--- src/rtl/ro_puf_scheduler.sv ---
// rtl/ro_puf_scheduler.sv - round-robin scheduler sharing one ring-oscillator PUF core
module ro_puf_scheduler #(
    parameter  int NUM_REQ     = 2,
    parameter  int CHALL_W     = 8,
    parameter  int RESP_W      = 8,
    parameter  int TIMEOUT_CYC = 1023,
    localparam int ID_W        = (NUM_REQ > 1) ? $clog2(NUM_REQ) : 1
) (
    input  logic                       clk,
    input  logic                       rst,
    input  logic [NUM_REQ-1:0]         req_valid,
    input  logic [NUM_REQ*CHALL_W-1:0] req_chall,
    output logic [NUM_REQ-1:0]         req_ready,
    output logic                       resp_valid,
    input  logic                       resp_ready,
    output logic [RESP_W-1:0]          resp_data,
    output logic [ID_W-1:0]            resp_id,
    output logic                       resp_err,
    output logic                       busy,
    output logic                       puf_rst,
    output logic                       puf_en,
    output logic [CHALL_W-1:0]         puf_chall,
    input  logic [RESP_W-1:0]          puf_response,
    input  logic                       puf_ready
);

    localparam int TMR_W = $clog2(TIMEOUT_CYC + 1);
    localparam logic [TMR_W-1:0] TMR_LAST = TMR_W'(TIMEOUT_CYC - 1);

    typedef enum logic [1:0] {
        S_IDLE = 2'd0,
        S_ARM  = 2'd1,
        S_RUN  = 2'd2,
        S_DONE = 2'd3
    } state_t;

    state_t             state_q;
    logic [ID_W-1:0]    rr_ptr_q;
    logic [TMR_W-1:0]   timer_q;
    logic               resp_valid_q;
    logic [RESP_W-1:0]  resp_data_q;
    logic [ID_W-1:0]    resp_id_q;
    logic               resp_err_q;
    logic               busy_q;
    logic               puf_rst_q;
    logic               puf_en_q;
    logic [CHALL_W-1:0] puf_chall_q;

    logic               found;
    logic [ID_W-1:0]    grant_idx;
    logic [ID_W-1:0]    rr_ptr_d;
    logic [NUM_REQ-1:0] grant_onehot;
    logic [CHALL_W-1:0] grant_chall;

    // Search upward from rr_ptr with wrap; the first valid requester wins.
    always_comb begin
        int              idx;
        logic [ID_W-1:0] idx_w;
        found        = 1'b0;
        grant_idx    = '0;
        idx          = 0;
        idx_w        = '0;
        for (int i = 0; i < NUM_REQ; i++) begin
            idx = int'(rr_ptr_q) + i;
            if (idx >= NUM_REQ) begin
                idx = idx - NUM_REQ;
            end
            idx_w = ID_W'(idx);
            if (!found && req_valid[idx_w]) begin
                found     = 1'b1;
                grant_idx = idx_w;
            end
        end
        rr_ptr_d     = (int'(grant_idx) == NUM_REQ - 1) ? '0 : grant_idx + ID_W'(1);
        grant_onehot = '0;
        grant_onehot[grant_idx] = 1'b1;
        grant_chall  = req_chall[int'(grant_idx)*CHALL_W +: CHALL_W];
        req_ready    = (state_q == S_IDLE && !rst && found) ? grant_onehot : '0;
    end

    always_ff @(posedge clk) begin
        if (rst) begin
            state_q      <= S_IDLE;
            rr_ptr_q     <= '0;
            timer_q      <= '0;
            resp_valid_q <= 1'b0;
            resp_data_q  <= '0;
            resp_id_q    <= '0;
            resp_err_q   <= 1'b0;
            busy_q       <= 1'b0;
            puf_rst_q    <= 1'b0;
            puf_en_q     <= 1'b0;
            puf_chall_q  <= '0;
        end else begin
            case (state_q)
                S_IDLE: begin
                    if (found) begin
                        puf_chall_q <= grant_chall;
                        resp_id_q   <= grant_idx;
                        rr_ptr_q    <= rr_ptr_d;
                        puf_rst_q   <= 1'b1;
                        busy_q      <= 1'b1;
                        state_q     <= S_ARM;
                    end
                end
                S_ARM: begin
                    puf_rst_q <= 1'b0;
                    puf_en_q  <= 1'b1;
                    timer_q   <= '0;
                    state_q   <= S_RUN;
                end
                S_RUN: begin
                    timer_q <= timer_q + TMR_W'(1);
                    // A ready arriving on the final timer cycle still counts as success.
                    if (puf_ready) begin
                        resp_data_q  <= puf_response;
                        resp_err_q   <= 1'b0;
                        resp_valid_q <= 1'b1;
                        puf_en_q     <= 1'b0;
                        state_q      <= S_DONE;
                    end else if (timer_q == TMR_LAST) begin
                        resp_data_q  <= '0;
                        resp_err_q   <= 1'b1;
                        resp_valid_q <= 1'b1;
                        puf_en_q     <= 1'b0;
                        state_q      <= S_DONE;
                    end
                end
                S_DONE: begin
                    if (resp_ready) begin
                        resp_valid_q <= 1'b0;
                        busy_q       <= 1'b0;
                        state_q      <= S_IDLE;
                    end
                end
                default: state_q <= S_IDLE;
            endcase
        end
    end

    assign resp_valid = resp_valid_q;
    assign resp_data  = resp_data_q;
    assign resp_id    = resp_id_q;
    assign resp_err   = resp_err_q;
    assign busy       = busy_q;
    assign puf_rst    = puf_rst_q;
    assign puf_en     = puf_en_q;
    assign puf_chall  = puf_chall_q;

endmodule

--- config.mk ---
export PLATFORM = sky130hd
export DESIGN_NAME = ro_puf_scheduler
export DESIGN_NICKNAME = d
export VERILOG_FILES = /design/src/rtl/ro_puf_scheduler.sv
export SDC_FILE = /design/constraint.sdc
export NUM_CORES = 1
export LEC_CHECK = 0
export BUFFER_PORTS_ARGS = -buffer_cell sky130_fd_sc_hd__clkbuf_2
export CELL_PAD_IN_SITES_DETAIL_PLACEMENT = 1
export CELL_PAD_IN_SITES_GLOBAL_PLACEMENT = 1
export CORE_ASPECT_RATIO = 1.25
export CORE_MARGIN = 2
export CORE_UTILIZATION = 32
export DETAILED_ROUTE_END_ITERATION = 10
export PLACE_DENSITY_LB_ADDON = 0.25
export SYNTH_ARGS = -nofsm -noshare
export SYNTH_HDL_FRONTEND = slang
export SYNTH_SLANG_ARGS = --single-unit
--- constraint.sdc ---
create_clock -name clk -period 1.6 [get_ports clk]
set_input_delay 0.08 -clock clk [delete_from_list [all_inputs] [get_ports clk]]
set_output_delay 0.08 -clock clk [all_outputs]
set_load 0.1 [all_outputs]
Word level (Yosys, flattened, before mapping)
Index checks and enable logic that the tools add are counted.
- logic and storage cells: 82
- memory bits (read-only): 0
- register bits: 35
- memories: 0
- bits in writable memories: 0
- latch bits: 0
- add/sub/neg operators: 5
- reductions and logical operators: 19
- eq/ne operators: 7
- divide/modulo/power cells: 0
- multiplexer cells: 33
- shift operators: 1
- $mul: 0
- order comparisons: 6
- bitwise gates (word level): 0
- operators by type and width (kind ; count):
    $pmux 10 s2 ; 1
    $mux 1 ; 19
    $mux 8 ; 2
    $shiftx 16x5->8 ; 1
    $add 10x1->10 const B ; 1
    $eq 10x10->1 const B ; 1
    $mux 2 ; 5
    $reduce_bool 2->1 ; 5
    $reduce_and 3->1 ; 3
    $pmux 1 s2 ; 4
    $pmux 2 s4 ; 1
    $reduce_and 2->1 ; 4
    $lt 1x2->1 const B ; 3
    $eq 2x2->1 const B ; 2
    $logic_and 1x1->1 ; 4
    $ne 2x2->1 const B ; 2
    $ne 3x3->1 const B ; 1
    $add 1x1->2 const B ; 1
    $eq 2x1->1 const B ; 1
    $ge 1x2->1 const B ; 1
    $ge 2x2->1 const B ; 1
    $logic_not 1->1 ; 2
    $logic_not 2->1 ; 1
    $sub 1x1->1 const B ; 2
    other kinds (3) ; 3

Depth between registers and ports, before layout
Gate-level depths: netlist of run 1.
- depth after elaboration: 13
- mapped depth: 7
- mapped depth without buffers: 6

Worst setup path after synthesis of run 1
Ideal clock, no wire load.
- kind: reg-to-reg
- start: register state_q[0]
- end: register puf_chall_q[0] (netlist: puf_chall[0])
- cell stages (with the launch flop): 8
- buffers on the path: 1
- setup slack: -0.660 ns
- data required time: 1.534 ns
- arrival time: 2.194 ns
- path through: dfxtp_1 > inv_1 > ha_1 > nor2b_1 > and3_1 > clkbuf_1 > a22oi_1 > nand2_1
- cells in the longest elaborated chain, start to end: 2
- RTL lines (element ; line ; source):
    from (decl) ; 37 ; state_t state_q;
    from (signal assigned) ; 83 ; state_q <= S_IDLE;
    from (signal assigned) ; 103 ; state_q <= S_ARM;
    from (signal assigned) ; 110 ; state_q <= S_RUN;
    $logic_not 2->1 ; 95 ; case (state_q)
    $reduce_and 2->1 (no line) ; n/a ;
    to (signal assigned) ; 98 ; puf_chall_q <= grant_chall;
    to (decl) ; 47 ; logic [CHALL_W-1:0] puf_chall_q;
No other way between the ends.
A chain may end at the register's enable or synchronous reset.

Worst setup path after layout of run 1
- start: register state_q[0]
- end: register puf_chall_q[4] (netlist: puf_chall[4])
The elaborated chain is that of the path after synthesis.

==> run summary, run 1 <==
status: completed
Hold Crit Start: req_chall[15]
Seq cells post-synth: 35
Worst Setup Start Kind: register
Min Clock Period, post-route: 1.53 ns
Placed Instances: 281
drt first pass iters: 3
mux cell area share after synthesis: 0%
fmax: 652 MHz
Core Util, Final: 46.6%
Synth async-reset ratio: 0%
first-pass GRT wire length: 6.80 mm
CTS clk-pin slew, worst paths: 0.08 ns
pre-CTS WS: -0.0128 ns
Die Width: 66 µm
Max IR drop VDD: 535 µV
Final Wtd Congestion: 0.777
Synth Warn #: 0
Syn Nets: 200
critical path endpoint category: register
Synth Area per Inst: 9.43 µm²
Hold EP: puf_chall[7]
Starting Density: 32.8%
Slew HR: 62.5%
WL per Instance: 14.1 µm
Max Root-Sink Buffers: 2
Hold Crit Depth: 3
Pwr Density: 1750 nW/µm²
post-synthesis compound-gate area fraction: 22.1%
Synth Flop Type: dfxtp_1
crit-path max cell delay: 0.34 ns
area leader, netlist: dfxtp_1
worst reg2reg endpoint: puf_chall[4]
Synth Area in Adders: 5.70%
setup violators final: 0
Final HPWL DP: 3.11 mm
layout cells sized above 1: 41.4%
Yosys top cell area share: 45.6%
initial drt markers: 38
Leak: 1.01 nW
post-synthesis sequential area ratio: 45.6%
gr ovfl total: 0
simple-gate share of the synthesized area: 18.5%
largest delay contributor family on the critical path: simple AND/OR/NAND/NOR gates
DR vias/cell: 4.85
commonest cells in the netlist: 35 x dfxtp_1, 26 x nand2_1, 12 x nor2_1
IO Port Bufs: 53
drt total wl: 4.20 mm
count leader, synth: dfxtp_1
Post-Layout Cell Count: 297
Final ANT Viol Nets: 0
Clock Latency Late Sink: 0.29 ns
worst-path maximum fanout: 9
EDFF count, synth: 0
routed vias: 1,440
Total GRT Usage: 17.0%
Ports: 54
critical path data arrival time: 1.72 ns
Max Cap Viol: 0
fin crit share: 95.8%
final hold vios: 0
worst reg2reg path depth: 7
vias in the first global route: 1,461
n_diodes: 0
CTS Buf Count: 5
Worst path slowest cell: dfxtp_2
final slew viol count: 0
worst slew pin tran: 0.565 ns
P&R area growth vs syn: 42.3%
Fin Setup TNS: 0 ns
clk sink count: 35
sequence of cells on the critical path: inv_2, ha_1, nor2b_2, and3_4, buf_4, a22oi_1, nand2_1
DRC: 0
H-tree levels: 2
CTS tree: yes
reg2reg setup slack: 0.07 ns
Nets: 273
synth unique cells: 38
hold slack: 0.00144 ns
largest net degree at the start of global routing: 13
crit path buf inv count: 2
num rows: 28
Worst Clk Skew: 0.00571 ns
largest family of logic cells by synthesized area: compound AO/OA/AOI/OAI gates
cell count after synthesis: 163
WS Path Type: reg2reg
root buffer cell: clkbuf_8
CP required: 1.79 ns
r2r startpoint: state_q[0]
Die H: 81.5 µm
die area: 5380 µm²
top cells by area, synth: dfxtp_1 46%, nand2_1 6.3%, ha_1 5.7%
XOR/XNOR Fraction of Synth Area: 4.56%
final worst slack: 0.0665 ns
Post-Syn Area: 1540 µm²
core area: 4690 µm²
initial antenna violation count: 0
Hold Path Class: in2reg
==> cell type report <==
class | count | area (µm²)
clock buffers | 5 | 68.8
multi-input cells | 115 | 842
repair buffers | 72 | 453
clock inverters | 3 | 20.0
inverters | 7 | 26.3
flip-flops and latches | 35 | 703
fillers | 566 | 2510
well taps | 60 | 75.1
==> worst max path at each step <==
stage,startpoint,end,slack [ns],cells past startpoint
finish,state_q[0],puf_chall[4],0.07,7
floorplan,state_q[0],puf_chall[0],0.02,7
CTS,timer_q[0],resp_data[5],0.0005,6
detailed placement,timer_q[0],resp_data[5],-0.01,6
global route,state_q[0],puf_chall[4],-0.02,7
global placement,timer_q[0],resp_data[6],0.07,6
==> per-stage QoR <==
step	area (µm²)	power [mW]
3_5_place_dp	1960	3.13
4_1_cts	2140	3.83
5_1_grt	2190	4.06
6_report	2190	3.82
2_1_floorplan	1550	2.64
3_3_place_gp	1960	3.10
==> flip-flops by register name, indices dropped and copies added, names as in the netlist, 2 cells and up <==
signal and flops:
puf_chall 8, timer_q 10, state_q 2, resp_data 8
==> power by group <==
| group | switching (mW) | internal [mW] | total, mW |
|---|---|---|---|
| registers | 0.0846 | 1.03 | 1.12 |
| clock network | 0.346 | 0.303 | 0.649 |
| logic | 1.50 | 0.553 | 2.05 |
| total | 1.93 | 1.89 | 3.82 |
==> layout by cell type, fill, tap and decap left out, types with 2 or more instances in the layout <==
master | Yosys | final
a22o_1 | 8 | 8
o21ai_0 | 2 | 2
a21oi_1 | 8 | 8
a22oi_1 | 8 | 3
clkbuf_2 | 0 | 51
and4_4 | 1 | 2
buf_12 | 0 | 2
dlygate4sd3_1 | 0 | 6
nand3_1 | 5 | 5
and2_1 | 2 | 2
dfxtp_1 | 35 | 33
inv_1 | 7 | 6
and3_2 | 1 | 2
ha_1 | 7 | 7
and3_4 | 0 | 2
a21o_1 | 3 | 3
buf_4 | 1 | 13
clkinvlp_4 | 0 | 2
clkbuf_8 | 0 | 5
xor2_1 | 8 | 8
nand2b_1 | 2 | 2
nand2_1 | 26 | 26
nand4_1 | 2 | 2
dfxtp_2 | 0 | 2
a22oi_2 | 0 | 5
nor2_1 | 12 | 12
==> kinds of logic after synthesis <==
group,after synthesis
buf+inv,13
compound gates,40
flops,35
xor+xnor,8
fa+ha+maj,7
simple gates,60
==> tightest hold or removal path, stage by stage <==
cell	delay [ns]
clkbuf_2	0.09
a22oi_2	0.05
nand2_1	0.05
==> per-layer routing <==
layer  share of wire (%)  track usage [%]  wire length [µm]
met1                  38             16.5              1600
met2                  54             32.4              2270
met3                 5.7             5.07               240
met4                 2.0             7.96                82
met5                   0                0                 0
==> what timing repair did <==
item / in CTS / in global routing
hold endpoints to repair: 6 / 0
hold buffers: 6 / 0
gates resized for setup: 5 / 14
buffers inserted: 2 / 0
pin swaps: 3 / 2
endpoints found under the setup margin: 3 / 27
(Power assumes the default switching activity.)
==> run 2: changes to the inputs <==
--- a/config.mk
+++ b/config.mk
@@ -12,6 +12,7 @@
 export CORE_MARGIN = 2
 export CORE_UTILIZATION = 32
 export DETAILED_ROUTE_END_ITERATION = 10
+export HOLD_SLACK_MARGIN = 0.05
 export PLACE_DENSITY_LB_ADDON = 0.25
 export SYNTH_ARGS = -nofsm -noshare
 export SYNTH_HDL_FRONTEND = slang
==> run summary, run 2 (synthesis gave the netlist of run 1 again) <==
status: completed
initial drt markers: 27 (-29%)
Area after DPL: 1960 µm² (unchanged)
P&R area growth vs syn: 53.4%
core area: 4690 µm² (unchanged)
setup violators final: 0 (unchanged)
Max IR drop VDD: 536 µV (+0.22%)
die area: 5380 µm² (unchanged)
H-tree levels: 2 (unchanged)
Die H: 81.5 µm (unchanged)
DRC: 0 (unchanged)
footprint of the multi-input gates: 832 µm² (-1.2%)
n_diodes: 0 (unchanged)
Placed Instances: 281 (unchanged)
DR vias/cell: 4.80 (-1.1%)
filler instances: 550 (-2.8%)
Die Width: 66 µm (unchanged)
Hold Path Class: in2reg
max reg flops: 10 (unchanged)
Final HPWL DP: 3.11 mm (unchanged)
num rows: 28 (unchanged)
Nets: 291 (+6.6%)
final slew viol count: 0 (unchanged)
IO Port Bufs: 53 (unchanged)
CP required: 1.84 ns (+0.05 ns)
CTS tree: yes
RSZ-0062 raised after global routing: no
Total GRT Usage: 18.5% (+1.5 points)
drt first pass iters: 2 (-1)
Starting Density: 32.8% (unchanged)
Final ANT Viol Nets: 0 (unchanged)
Slew HR: 62.4% (-0.15 points)
Min Clock Period, post-route: 1.53 ns (-0.00518 ns)
critical path endpoint category: register
worst-path maximum fanout: 8 (-1)
drt total wl: 4.58 mm (+9.2%)
sequential cell area: 703 µm² (unchanged)
commonest non-fill, non-tap cells in the layout: 51 x clkbuf_2, 33 x dfxtp_1, 26 x nand2_1
clk sink count: 35 (unchanged)
WL per Instance: 14.6 µm (+3.0%)
Worst Setup Start Kind: register
root buffer cell: clkbuf_8
Final Wtd Congestion: 0.777 (unchanged)
Worst Clk Skew: 0.00603 ns (+0.000322 ns)
Leak: 1.08 nW (+7.4%)
final hold vios: 0 (unchanged)
vias in the first global route: 1,567 (+7.3%)
finished layout cell area: 2360 µm² (+7.8%)
Clock Latency Late Sink: 0.29 ns (about the same)
first-pass GRT wire length: 7.40 mm (+8.9%)
Pwr Density: 1630 nW/µm² (-6.4%)
Hold Crit Depth: 2 (-1)
gr ovfl total: 0 (unchanged)
initial antenna violation count: 0 (unchanged)
routed vias: 1,511 (+4.9%)
largest net degree at the start of global routing: 13 (unchanged)
worst reg2reg path depth: 6 (-1)
critical path data arrival time: 1.76 ns (+0.04 ns)
fin crit share: 95.5% (-0.32 points)
Max Cap Viol: 0 (unchanged)
layout cells sized above 1: 37.6% (-3.7 points)
Ports: 54 (unchanged)
WS Path Type: reg2reg
CTS Buf Count: 5 (unchanged)
Largest Register: timer_q
fmax: 654 MHz (+0.34%)
Max Root-Sink Buffers: 2 (unchanged)
Post-Layout Cell Count: 315 (+6.1%)
commonest non-fill, non-tap cell in the layout: clkbuf_2
worst slew pin tran: 0.567 ns (+0.00222 ns)
CTS clk-pin slew, worst paths: 0.08 ns (about the same)
==> run 2: cell types whose count changed in the layout (fill, tap and decap cells not counted), sizes merged <==
| cell | delta |
|---|---|
| dlygate4sd3 | +18 |
==> run 2: final cells by class <==
type	instances	share of cell area, %
sequential	35	29.8
timing repair buffer	90	26.8
tap	60	3.18
multi-input combinational	115	35.3
clock inverter	3	0.849
clock buffer	5	2.92
inverter	7	1.11
==> run 2: metrics by stage <==
stage	setup slack, ns	total power, mW	util (%)	hold slack, ns	TNS [ns]
3_5_place_dp	-0.0128	3.13	41.8	0.305	-0.0128
2_1_floorplan	0.0217	2.64	-	0.209	0
4_1_cts	0.000549	3.86	49.4	0.121	0
3_3_place_gp	0.0656	3.10	41.8	0.297	0
6_report	0.0717	3.85	50.2	0.123	0
5_1_grt	0.00152	4.09	50.2	0.131	0
==> run 2: final timing paths <==
check	start	endpoint	slack [ns]
worst min register to register	puf_chall[4]	puf_chall[4]	0.44
worst max register to register	timer_q[0]	resp_data[5]	0.07
worst min-delay path	rst	puf_en	0.12
worst max-delay path	timer_q[0]	resp_data[5]	0.07
==> run 2: report_power, final <==
group	internal [mW]	switching (mW)	total [mW]
clock network	0.303	0.346	0.648
registers	1.03	0.0856	1.12
logic	0.578	1.51	2.08
==> run 2: worst max-delay path: stages, from the launching register on <==
cell and delay [ns]:
dfxtp_2 0.33, inv_1 0.05, ha_1 0.18, and4_4 0.20
a31o_4 0.26, a21oi_4 0.26, a22o_1 0.20
==> run 2: per-layer routing <==
metal | vias to the layer above | global-route usage [%] | part of all wire (%)
li1 | 746 | - | -
met1 | 722 | 18.0 | 38
met2 | 36 | 36.3 | 55
met3 | 7 | 4.79 | 4.5
met4 | 0 | 7.96 | 1.8
met5 | - | 0 | 0
==> run 2: timing repair <==
action / 4_1_cts / 5_1_grt
endpoints found under the setup margin: 3 / 26
resized for setup: 5 / 12
buffers inserted: 2 / 0
hold buffers: 24 / 0
pin swaps: 3 / 2
endpoints found under the hold margin: 16 / 0
